File: config.mk
export PLATFORM = sky130hd
export DESIGN_NAME = beta_pipe_ctrl
export DESIGN_NICKNAME = d
export VERILOG_FILES = /design/src/rtl/beta_pkg.sv /design/src/rtl/beta_pctl_perfcnt.sv /design/src/rtl/beta_pipe_ctrl.sv
export SDC_FILE = /design/constraint.sdc
export NUM_CORES = 1
export LEC_CHECK = 0
export CAP_MARGIN = 20
export CORE_MARGIN = 3
export CORE_UTILIZATION = 40
export DETAILED_ROUTE_END_ITERATION = 8
export PLACE_DENSITY_LB_ADDON = 0.1
export SLEW_MARGIN = 20
export SYNTH_ARGS = -nofsm -noshare
export SYNTH_HDL_FRONTEND = slang
export SYNTH_HIERARCHICAL = 1
export SYNTH_SLANG_ARGS = --single-unit
File: constraint.sdc
create_clock -name clk_i -period 2.51 [get_ports clk_i]
set_input_delay 0.502 -clock clk_i [delete_from_list [all_inputs] [get_ports clk_i]]
set_output_delay 0.502 -clock clk_i [all_outputs]
set_load 0.005 [all_outputs]
File: src/rtl/beta_pkg.sv
// Shared types and constants for the beta core pipeline control unit.
package beta_pkg;

    typedef enum logic [1:0] {
        RUN      = 2'd0,
        MEM_WAIT = 2'd1,
        ERR      = 2'd2
    } pctl_state_t;

    typedef struct packed {
        logic pc_stall;
        logic ifdec_stall;
        logic ifdec_flush;
        logic decex_stall;
        logic decex_flush;
        logic exmem_stall;
        logic exmem_flush;
        logic memwb_flush;
    } pctl_ctrl_t;

    localparam logic [1:0] PCTL_NOP_PENALITY = 2'd0;

    // A flush on a pipe register always wins over a stall of the same register.
    function automatic pctl_ctrl_t pctl_resolve(input pctl_ctrl_t c);
        pctl_ctrl_t r;
        r = c;
        r.ifdec_stall = c.ifdec_stall & ~c.ifdec_flush;
        r.decex_stall = c.decex_stall & ~c.decex_flush;
        r.exmem_stall = c.exmem_stall & ~c.exmem_flush;
        return r;
    endfunction

endpackage

File: src/rtl/beta_pctl_perfcnt.sv
// Wrapping event counter used for the pipeline-control performance statistics.
module beta_pctl_perfcnt #(
    parameter int unsigned Width = 32
) (
    input  logic             clk_i,
    input  logic             rstn_i,
    input  logic             en_i,
    output logic [Width-1:0] cnt_o
);

    logic [Width-1:0] cnt_reg;

    always_ff @(posedge clk_i or negedge rstn_i) begin
        if (!rstn_i) begin
            cnt_reg <= '0;
        end else if (en_i) begin
            cnt_reg <= cnt_reg + Width'(1);
        end
    end

    assign cnt_o = cnt_reg;

endmodule

File: src/rtl/beta_pipe_ctrl.sv
// Pipeline control unit: resolves memory wait, redirects and hazards into one
// consistent set of stall/flush controls, plus a memory watchdog and perf counters.
module beta_pipe_ctrl
    import beta_pkg::*;
#(
    parameter int unsigned DataWidth  = 32,
    parameter int unsigned MemTimeout = 255
) (
    input  logic                 clk_i,
    input  logic                 rstn_i,
    input  logic                 ctl_imem_busy_i,
    input  logic                 ctl_load_use_i,
    input  logic                 ctl_branch_taken_i,
    input  logic                 ctl_except_i,
    input  logic [1:0]           ctl_penality_i,
    input  logic                 ctl_dmem_req_i,
    input  logic                 ctl_dmem_rvalid_i,
    output logic                 ctl_pc_stall_o,
    output logic                 ctl_ifdec_stall_o,
    output logic                 ctl_ifdec_flush_o,
    output logic                 ctl_decex_stall_o,
    output logic                 ctl_decex_flush_o,
    output logic                 ctl_exmem_stall_o,
    output logic                 ctl_exmem_flush_o,
    output logic                 ctl_memwb_flush_o,
    output logic                 ctl_mem_err_o,
    output logic [DataWidth-1:0] ctl_stall_cnt_o,
    output logic [DataWidth-1:0] ctl_flush_cnt_o
);

    localparam int unsigned WdWidth = (MemTimeout > 0) ? $clog2(MemTimeout + 1) : 1;
    localparam logic [WdWidth-1:0] WdLimit = WdWidth'(MemTimeout);

    pctl_state_t        state_reg, state_next;
    logic [1:0]         rcnt_reg, rcnt_next;
    logic [WdWidth-1:0] wd_reg, wd_next;

    pctl_ctrl_t ctrl_raw, ctrl;
    logic       mem_wait;
    logic       timeout;
    logic       err_now;
    logic       redirect;

    always_comb begin
        mem_wait   = ctl_dmem_req_i && !ctl_dmem_rvalid_i;
        timeout    = (MemTimeout != 0) && (state_reg == MEM_WAIT) && mem_wait
                     && (wd_reg == WdLimit);
        err_now    = (state_reg == ERR) || timeout;
        ctrl_raw   = '0;
        state_next = state_reg;
        rcnt_next  = rcnt_reg;
        wd_next    = wd_reg;
        redirect   = 1'b0;

        if (err_now) begin
            ctrl_raw.pc_stall    = 1'b1;
            ctrl_raw.ifdec_stall = 1'b1;
            ctrl_raw.decex_stall = 1'b1;
            ctrl_raw.exmem_stall = 1'b1;
            ctrl_raw.memwb_flush = 1'b1;
            state_next           = ERR;
        end else if (mem_wait) begin
            // Whole pipe freezes; redirect bubbles and lower hazards wait it out.
            ctrl_raw.pc_stall    = 1'b1;
            ctrl_raw.ifdec_stall = 1'b1;
            ctrl_raw.decex_stall = 1'b1;
            ctrl_raw.exmem_stall = 1'b1;
            ctrl_raw.memwb_flush = 1'b1;
            state_next           = MEM_WAIT;
            wd_next              = (state_reg == RUN) ? WdWidth'(1) : wd_reg + WdWidth'(1);
        end else begin
            state_next = RUN;
            if (ctl_except_i) begin
                ctrl_raw.ifdec_flush = 1'b1;
                ctrl_raw.decex_flush = 1'b1;
                ctrl_raw.exmem_flush = 1'b1;
                rcnt_next            = ctl_penality_i;
                redirect             = 1'b1;
            end else if (ctl_branch_taken_i) begin
                ctrl_raw.ifdec_flush = 1'b1;
                ctrl_raw.decex_flush = 1'b1;
                rcnt_next            = ctl_penality_i;
                redirect             = 1'b1;
            end else if (rcnt_reg != PCTL_NOP_PENALITY) begin
                ctrl_raw.ifdec_flush = 1'b1;
                rcnt_next            = rcnt_reg - 2'd1;
            end else if (ctl_load_use_i) begin
                ctrl_raw.pc_stall    = 1'b1;
                ctrl_raw.ifdec_stall = 1'b1;
                ctrl_raw.decex_flush = 1'b1;
            end else if (ctl_imem_busy_i) begin
                ctrl_raw.pc_stall    = 1'b1;
                ctrl_raw.ifdec_flush = 1'b1;
            end
        end

        ctrl = pctl_resolve(ctrl_raw);
    end

    always_ff @(posedge clk_i or negedge rstn_i) begin
        if (!rstn_i) begin
            state_reg <= RUN;
            rcnt_reg  <= PCTL_NOP_PENALITY;
            wd_reg    <= '0;
        end else begin
            state_reg <= state_next;
            rcnt_reg  <= rcnt_next;
            wd_reg    <= wd_next;
        end
    end

    // Controls act in the same cycle; held at zero while reset is asserted.
    assign ctl_pc_stall_o    = rstn_i & ctrl.pc_stall;
    assign ctl_ifdec_stall_o = rstn_i & ctrl.ifdec_stall;
    assign ctl_ifdec_flush_o = rstn_i & ctrl.ifdec_flush;
    assign ctl_decex_stall_o = rstn_i & ctrl.decex_stall;
    assign ctl_decex_flush_o = rstn_i & ctrl.decex_flush;
    assign ctl_exmem_stall_o = rstn_i & ctrl.exmem_stall;
    assign ctl_exmem_flush_o = rstn_i & ctrl.exmem_flush;
    assign ctl_memwb_flush_o = rstn_i & ctrl.memwb_flush;
    assign ctl_mem_err_o     = rstn_i & err_now;

    logic [1:0]           cnt_en;
    logic [DataWidth-1:0] cnt_val [2];

    assign cnt_en = {redirect, ctrl.pc_stall};

    for (genvar gi = 0; gi < 2; gi++) begin : g_perf
        beta_pctl_perfcnt #(
            .Width (DataWidth)
        ) u_cnt (
            .clk_i  (clk_i),
            .rstn_i (rstn_i),
            .en_i   (cnt_en[gi]),
            .cnt_o  (cnt_val[gi])
        );
    end

    assign ctl_stall_cnt_o = cnt_val[0];
    assign ctl_flush_cnt_o = cnt_val[1];

endmodule
==> results of run 1 <==
stage by stage:
step,instances,hold slack (ps)
after floorplan,331,206
after global placement,549,339
after detailed placement,549,341
after CTS,571,477
after global routing,572,506
final,572,468
kinds of logic (layout without fill, tap and decap cells):
family	after synthesis	count (layout)	share of synthesized area
and+or+nand+nor	139	139	0.231
DFF	76	76	0.518
xor gates and xnor gates	62	62	0.148
AOI/OAI and AO/OA	34	34	0.0651
buffers and inverters	13	146	0.0147
adders and majority gates	4	4	0.0136
muxes	3	3	0.00887
power groups by stage:
| stage | Combinational, mW | Sequential (mW) | Clock [mW] |
|---|---|---|---|
| after floorplan | 0.258 | 1.56 | 0 |
| after global placement | 0.617 | 1.58 | 0 |
| after detailed placement | 0.631 | 1.59 | 0 |
| after CTS | 0.648 | 1.57 | 1.16 |
| after global routing | 0.711 | 1.60 | 1.22 |
| final | 0.640 | 1.57 | 1.12 |
repair_timing:
action,in CTS,in global routing
buffers inserted,6,1
endpoints found under the hold margin,4,0
setup endpoints to repair,6,6
gates resized for setup,10,6
hold buffers,1,0
pin swaps,4,2
gates cloned,0,0
cell usage in the layout (no fill, tap or decap), types with 8 or more instances in the layout:
cell type,Yosys,final
and3_1,9,9
buf_4,1,37
clkbuf_8,0,10
clkdlybuf4s50_1,0,75
dfrtp_1,76,76
inv_1,11,11
nand2_1,28,27
nand3_1,21,21
nand4_1,20,20
nor3_1,11,11
o21ai_0,8,8
xnor2_1,38,38
xor2_1,24,24
worst max-delay path, cell delays in order:
cell and delay (ps):
clkdlybuf4s50_1 510, nor2_2 70, buf_4 130, buf_4 130, nor2b_2 190, buf_4 170, and4_2 250, nand4_1 240
nor4_2 310, xor2_1 160
worst paths after layout:
kind	start	endpoint	slack [ps]	depth (start not counted)
max	ctl_except_i	g_perf[1].u_cnt/cnt_o[24]$_DFFE_PN0P_	100	10
min	g_perf[0].u_cnt/cnt_o[31]$_DFFE_PN0P_	g_perf[0].u_cnt/cnt_o[31]$_DFFE_PN0P_	470	1
max reg2reg	rcnt_reg[0]$_DFFE_PN0P_	g_perf[0].u_cnt/cnt_o[23]$_DFFE_PN0P_	310	9
min reg2reg	g_perf[0].u_cnt/cnt_o[31]$_DFFE_PN0P_	g_perf[0].u_cnt/cnt_o[31]$_DFFE_PN0P_	470	1
max in group asynchronous	rstn_i	g_perf[1].u_cnt/cnt_o[16]$_DFFE_PN0P_	1030	3
min in group asynchronous	rstn_i	rcnt_reg[0]$_DFFE_PN0P_	530	2
layout make-up:
type / count / area (um2)
clock buffers: 11 / 141
clock inverters: 4 / 97.6
fillers: 786 / 3630
inverters: 11 / 41.3
multi-input cells: 242 / 1750
flip-flops and latches: 76 / 1900
well taps: 108 / 135
repair buffers: 120 / 1110
routing by layer:
metal | routed length (um) | global-route usage
met3 | 318 | 0.0496
met5 | 0 | 0
met2 | 4190 | 0.285
met1 | 3860 | 0.224
met4 | 83 | 0.0470
==> impl_metrics.tcl, run 1 <==
set metrics [dict create \
    detail-route-antenna-nets 0 \
    min_path_type "reg -> reg" \
    die_area_mm2 0.0104 \
    ys_ff_latch 76 \
    cts.htree.levels 3 \
    fin_nets 474 \
    port_buffers 82 \
    finalHoldViolations 0 \
    p_leak_nw 2.31 \
    fmax_mhz 415 \
    detailed_place_hpwl_um 6160 \
    wl_per_cell_um 14.8 \
    ys.flop_type "dfrtp_1" \
    area_growth_pct 41.2 \
    setup_viol 0 \
    switchingPower_uw 897 \
    switching_share 0.270 \
    synth_area_mm2 0.00367 \
    maxCapViolations 0 \
    grt_max_degree 59 \
    drive_above_1_share 0.166 \
    die_x_um 102 \
    pwr-share-seq 0.471 \
    async_reset_ff_frac 1.00 \
    die_y_um 102 \
    cts_root_buffer "clkbuf_8" \
    grt.overflow.total 0 \
    status "completed" \
    crit_path_end_kind "flip-flop" \
    grtUsageTotal 0.173 \
    intPower_mw 2.43 \
    pre_cts_ws_ps -313 \
    gp_congestion 0.819 \
    start_util 0.417 \
    rows 34 \
    yosys.area.top_type "dfrtp_1" \
    cp-start-kind "primary input" \
    synthCells 331 \
    clock_skew_ps 12.1 \
    syn_nets 345 \
    clkTransAtPathRegs_ps 70 \
    ir_drop_mv 0.371 \
    clkPwrFrac 0.336 \
    ys_warn_count 6 \
    crit_arrival_ps 2670 \
    insertion_delay_ps 340 \
    cts-buffers-inserted 9 \
    fin_crit_ps 2410 \
    worstPathRequired_ps 2770 \
    antenna_cells 0 \
    synthTopCellsByCount "dfrtp_1 (76), xnor2_1 (38), nand2_1 (28)" \
    final_area_mm2 0.00518 \
    crit_fanout 5 \
    powerDensity_mw_per_mm2 642 \
    final_util 0.588 \
    initialDrtViolationCount 118 \
    vias 2954 \
    cts_buffer_depth 2 \
    dr.pass1.iters 4 \
    netlist.area_leader.share 0.518 \
    grt_pass1_wl_um 14200 \
    remaining_drc_errors 0 \
    cts.sinks 76 \
    worstMarginPinSlew_ps 736 \
    first_global_vias 2962 \
    synth_edf_count 0 \
    worst-setup-path-type "in -> reg" \
    syn_area_per_cell_um2 11.1 \
    yosysSeqAreaShare 0.518 \
    total_power_mw 3.32 \
    cts_tree "yes" \
    synth.area.top_cells "dfrtp_1 (52%), xnor2_1 (9.1%), xor2_1 (5.7%)" \
    period_share 0.961 \
    wl_um 8460 \
    core_area_mm2 0.00881 \
    synth_most_common_cell "dfrtp_1" \
    ys_types 40 \
    p_comb_frac 0.193 \
    slew_headroom 0.509 \
    via_per_inst 5.16 \
    place_area_mm2 0.00484 \
    largest_reg_flops 64 \
    antenna_found_initial 0 \
    drv_slew 0 \
    num_io_pins 83 \
    setup_slack_ps 97.8 \
    finalSetupTns_ps 0 \
]
No activity file was read; power rests on OpenSTA's default activity.
==> inputs of run 2 (changes only) <==
- GPL_ROUTABILITY_DRIVEN: unset -> 0
- clock period: 2.51 -> 2.4 ns (I/O delays scaled with it)
==> run 2 against run 1 <==
Clock skew is 0.78 ps higher. Final cell count rose by 0.52%. Sequential power up 4%. Clock power about the same. Register-to-register slack got worse by 100 ps. Worst hold slack got worse by 320 ps. Combinational power increased by 7.3%. Largest power group unchanged.
==> impl_metrics.tcl, run 2 (synthesis gave the netlist of run 1 again) <==
set metrics [dict create \
    worst-setup-path-type "in -> out" \
    wl_um 8770 \
    r2r-end "g_perf[1].u_cnt/cnt_o[24]$_DFFE_PN0P_" \
    clock_skew_ps 12.9 \
    cp-start-kind "primary input" \
    grt.overflow.total 0 \
    finalHoldViolations 0 \
    crit_path_end_kind "primary output" \
    setup_slack_ps 59.8 \
    cp_slowest_stage_delay_ps 510 \
    wl_per_cell_um 15.3 \
    final_common_cell "dfrtp_1" \
    detail-route-antenna-nets 0 \
    crit_slowest_cell "clkdlybuf4s50_1" \
    maxCapViolations 0 \
    via_per_inst 5.25 \
    status "completed" \
    layout_common_cells "dfrtp_1 (76), clkdlybuf4s50_1 (72), buf_4 (40)" \
    cts_buffer_depth 2 \
    seq_area_mm2 0.00190 \
    drv_slew 0 \
    min_path_type "in -> async" \
    worstPathRequired_ps 1920 \
    die_area_mm2 0.0104 \
    path_delay_family "buffers and inverters" \
    fin_crit_ps 2340 \
    cts_tree "yes" \
    detailed_place_hpwl_um 6370 \
    period_share 0.975 \
    cts_root_buffer "clkbuf_8" \
    antenna_found_initial 0 \
    clkTransAtPathRegs_ps 90 \
    area_growth_pct 42.3 \
    cts-buffers-inserted 9 \
    rows 34 \
    num_io_pins 83 \
    grtUsageTotal 0.177 \
    worstReg2RegStart "state_reg[1]$_DFF_PN0_" \
    antenna_cells 0 \
    setup_viol 0 \
    dr.pass1.iters 4 \
    holdWs_ps 144 \
    slew_headroom 0.513 \
    finalSetupTns_ps 0 \
    first_global_vias 2986 \
    reg2regPathDepth 10 \
    port_buffers 82 \
    insertion_delay_ps 350 \
    remaining_drc_errors 0 \
    fmax_mhz 427 \
    drive_above_1_share 0.184 \
    start_util 0.417 \
    crit_arrival_ps 1860 \
    path_depth 6 \
    cts.sinks 76 \
    cts.htree.levels 3 \
    crit_fanout 4 \
    grt_max_degree 59 \
    pre_cts_ws_ps -354 \
    path_common_cell "clkdlybuf4s50_1" \
    initialDrtViolationCount 68 \
    largest_reg_flops 64 \
    multiInputGateArea_mm2 0.00179 \
    ir_drop_mv 0.400 \
    crit_chain "clkdlybuf4s50_1, inv_2, a21oi_4, buf_4, nor2b_2, clkdlybuf4s50_1" \
    total_power_mw 3.45 \
    ff2ff_setup_slack_ps 210 \
    grt_pass1_wl_um 14500 \
    fin_nets 476 \
    core_area_mm2 0.00881 \
    vias 3020 \
    p_leak_nw 2.36 \
    n_fill_cell 780 \
    die_y_um 102 \
    powerDensity_mw_per_mm2 662 \
    path_buf_inv 4 \
    worstMarginPinSlew_ps 730 \
    die_x_um 102 \
]
## run 2: timing repair
item,4_1_cts,5_1_grt
endpoints found under the setup margin,8,17
hold buffers,1,0
gates cloned,0,0
pin swaps,1,6
setup buffers,1,3
gates resized for setup,12,17
endpoints found under the hold margin,4,0
## run 2: cell type report
type | count | share of cell area
Sequential cell | 76 | 0.364
Multi-Input combinational cell | 242 | 0.343
Timing Repair Buffer | 122 | 0.214
Clock buffer | 11 | 0.0290
Tap cell | 108 | 0.0259
Clock inverter | 5 | 0.0158
Inverter | 11 | 0.00791
## run 2: per-stage QoR
stage / utilization / area [um2] / instances
3_3_place_gp: 0.554 / 4880 / 554
3_5_place_dp: 0.554 / 4880 / 554
5_1_grt: 0.593 / 5220 / 575
4_1_cts: 0.585 / 5150 / 572
6_report: 0.593 / 5220 / 575
2_1_floorplan: - / 3670 / 331
## run 2: how the worst max path moves through the flow
| stage | start | end | slack, ps |
|---|---|---|---|
| after detailed placement | ctl_dmem_rvalid_i | g_perf[1].u_cnt/cnt_o[27]$_DFFE_PN0P_ | -350 |
| after global routing | ctl_dmem_rvalid_i | g_perf[1].u_cnt/cnt_o[24]$_DFFE_PN0P_ | -3 |
| after floorplan | state_reg[1]$_DFF_PN0_ | g_perf[1].u_cnt/cnt_o[23]$_DFFE_PN0P_ | 6 |
| final | ctl_dmem_rvalid_i | ctl_memwb_flush_o | 60 |
| after global placement | ctl_dmem_rvalid_i | g_perf[1].u_cnt/cnt_o[27]$_DFFE_PN0P_ | -300 |
| after CTS | wd_reg[0]$_DFFE_PN0P_ | ctl_mem_err_o | -60 |
## run 2: routing by layer
| metal | GRT usage | vias to the layer above | routed length (um) |
|---|---|---|---|
| met2 | 0.282 | 75 | 4280 |
| met3 | 0.0468 | 8 | 440 |
| li1 | - | 1467 | - |
| met4 | 0.0542 | 0 | 117 |
| met5 | 0 | - | 0 |
| met1 | 0.238 | 1470 | 3940 |
## run 2: power breakdown
group | switching [mW] | leakage, nW | internal (mW)
combinational | 0.281 | 1.23 | 0.406
sequential | 0.220 | 1.01 | 1.42
clock | 0.480 | 0.120 | 0.647
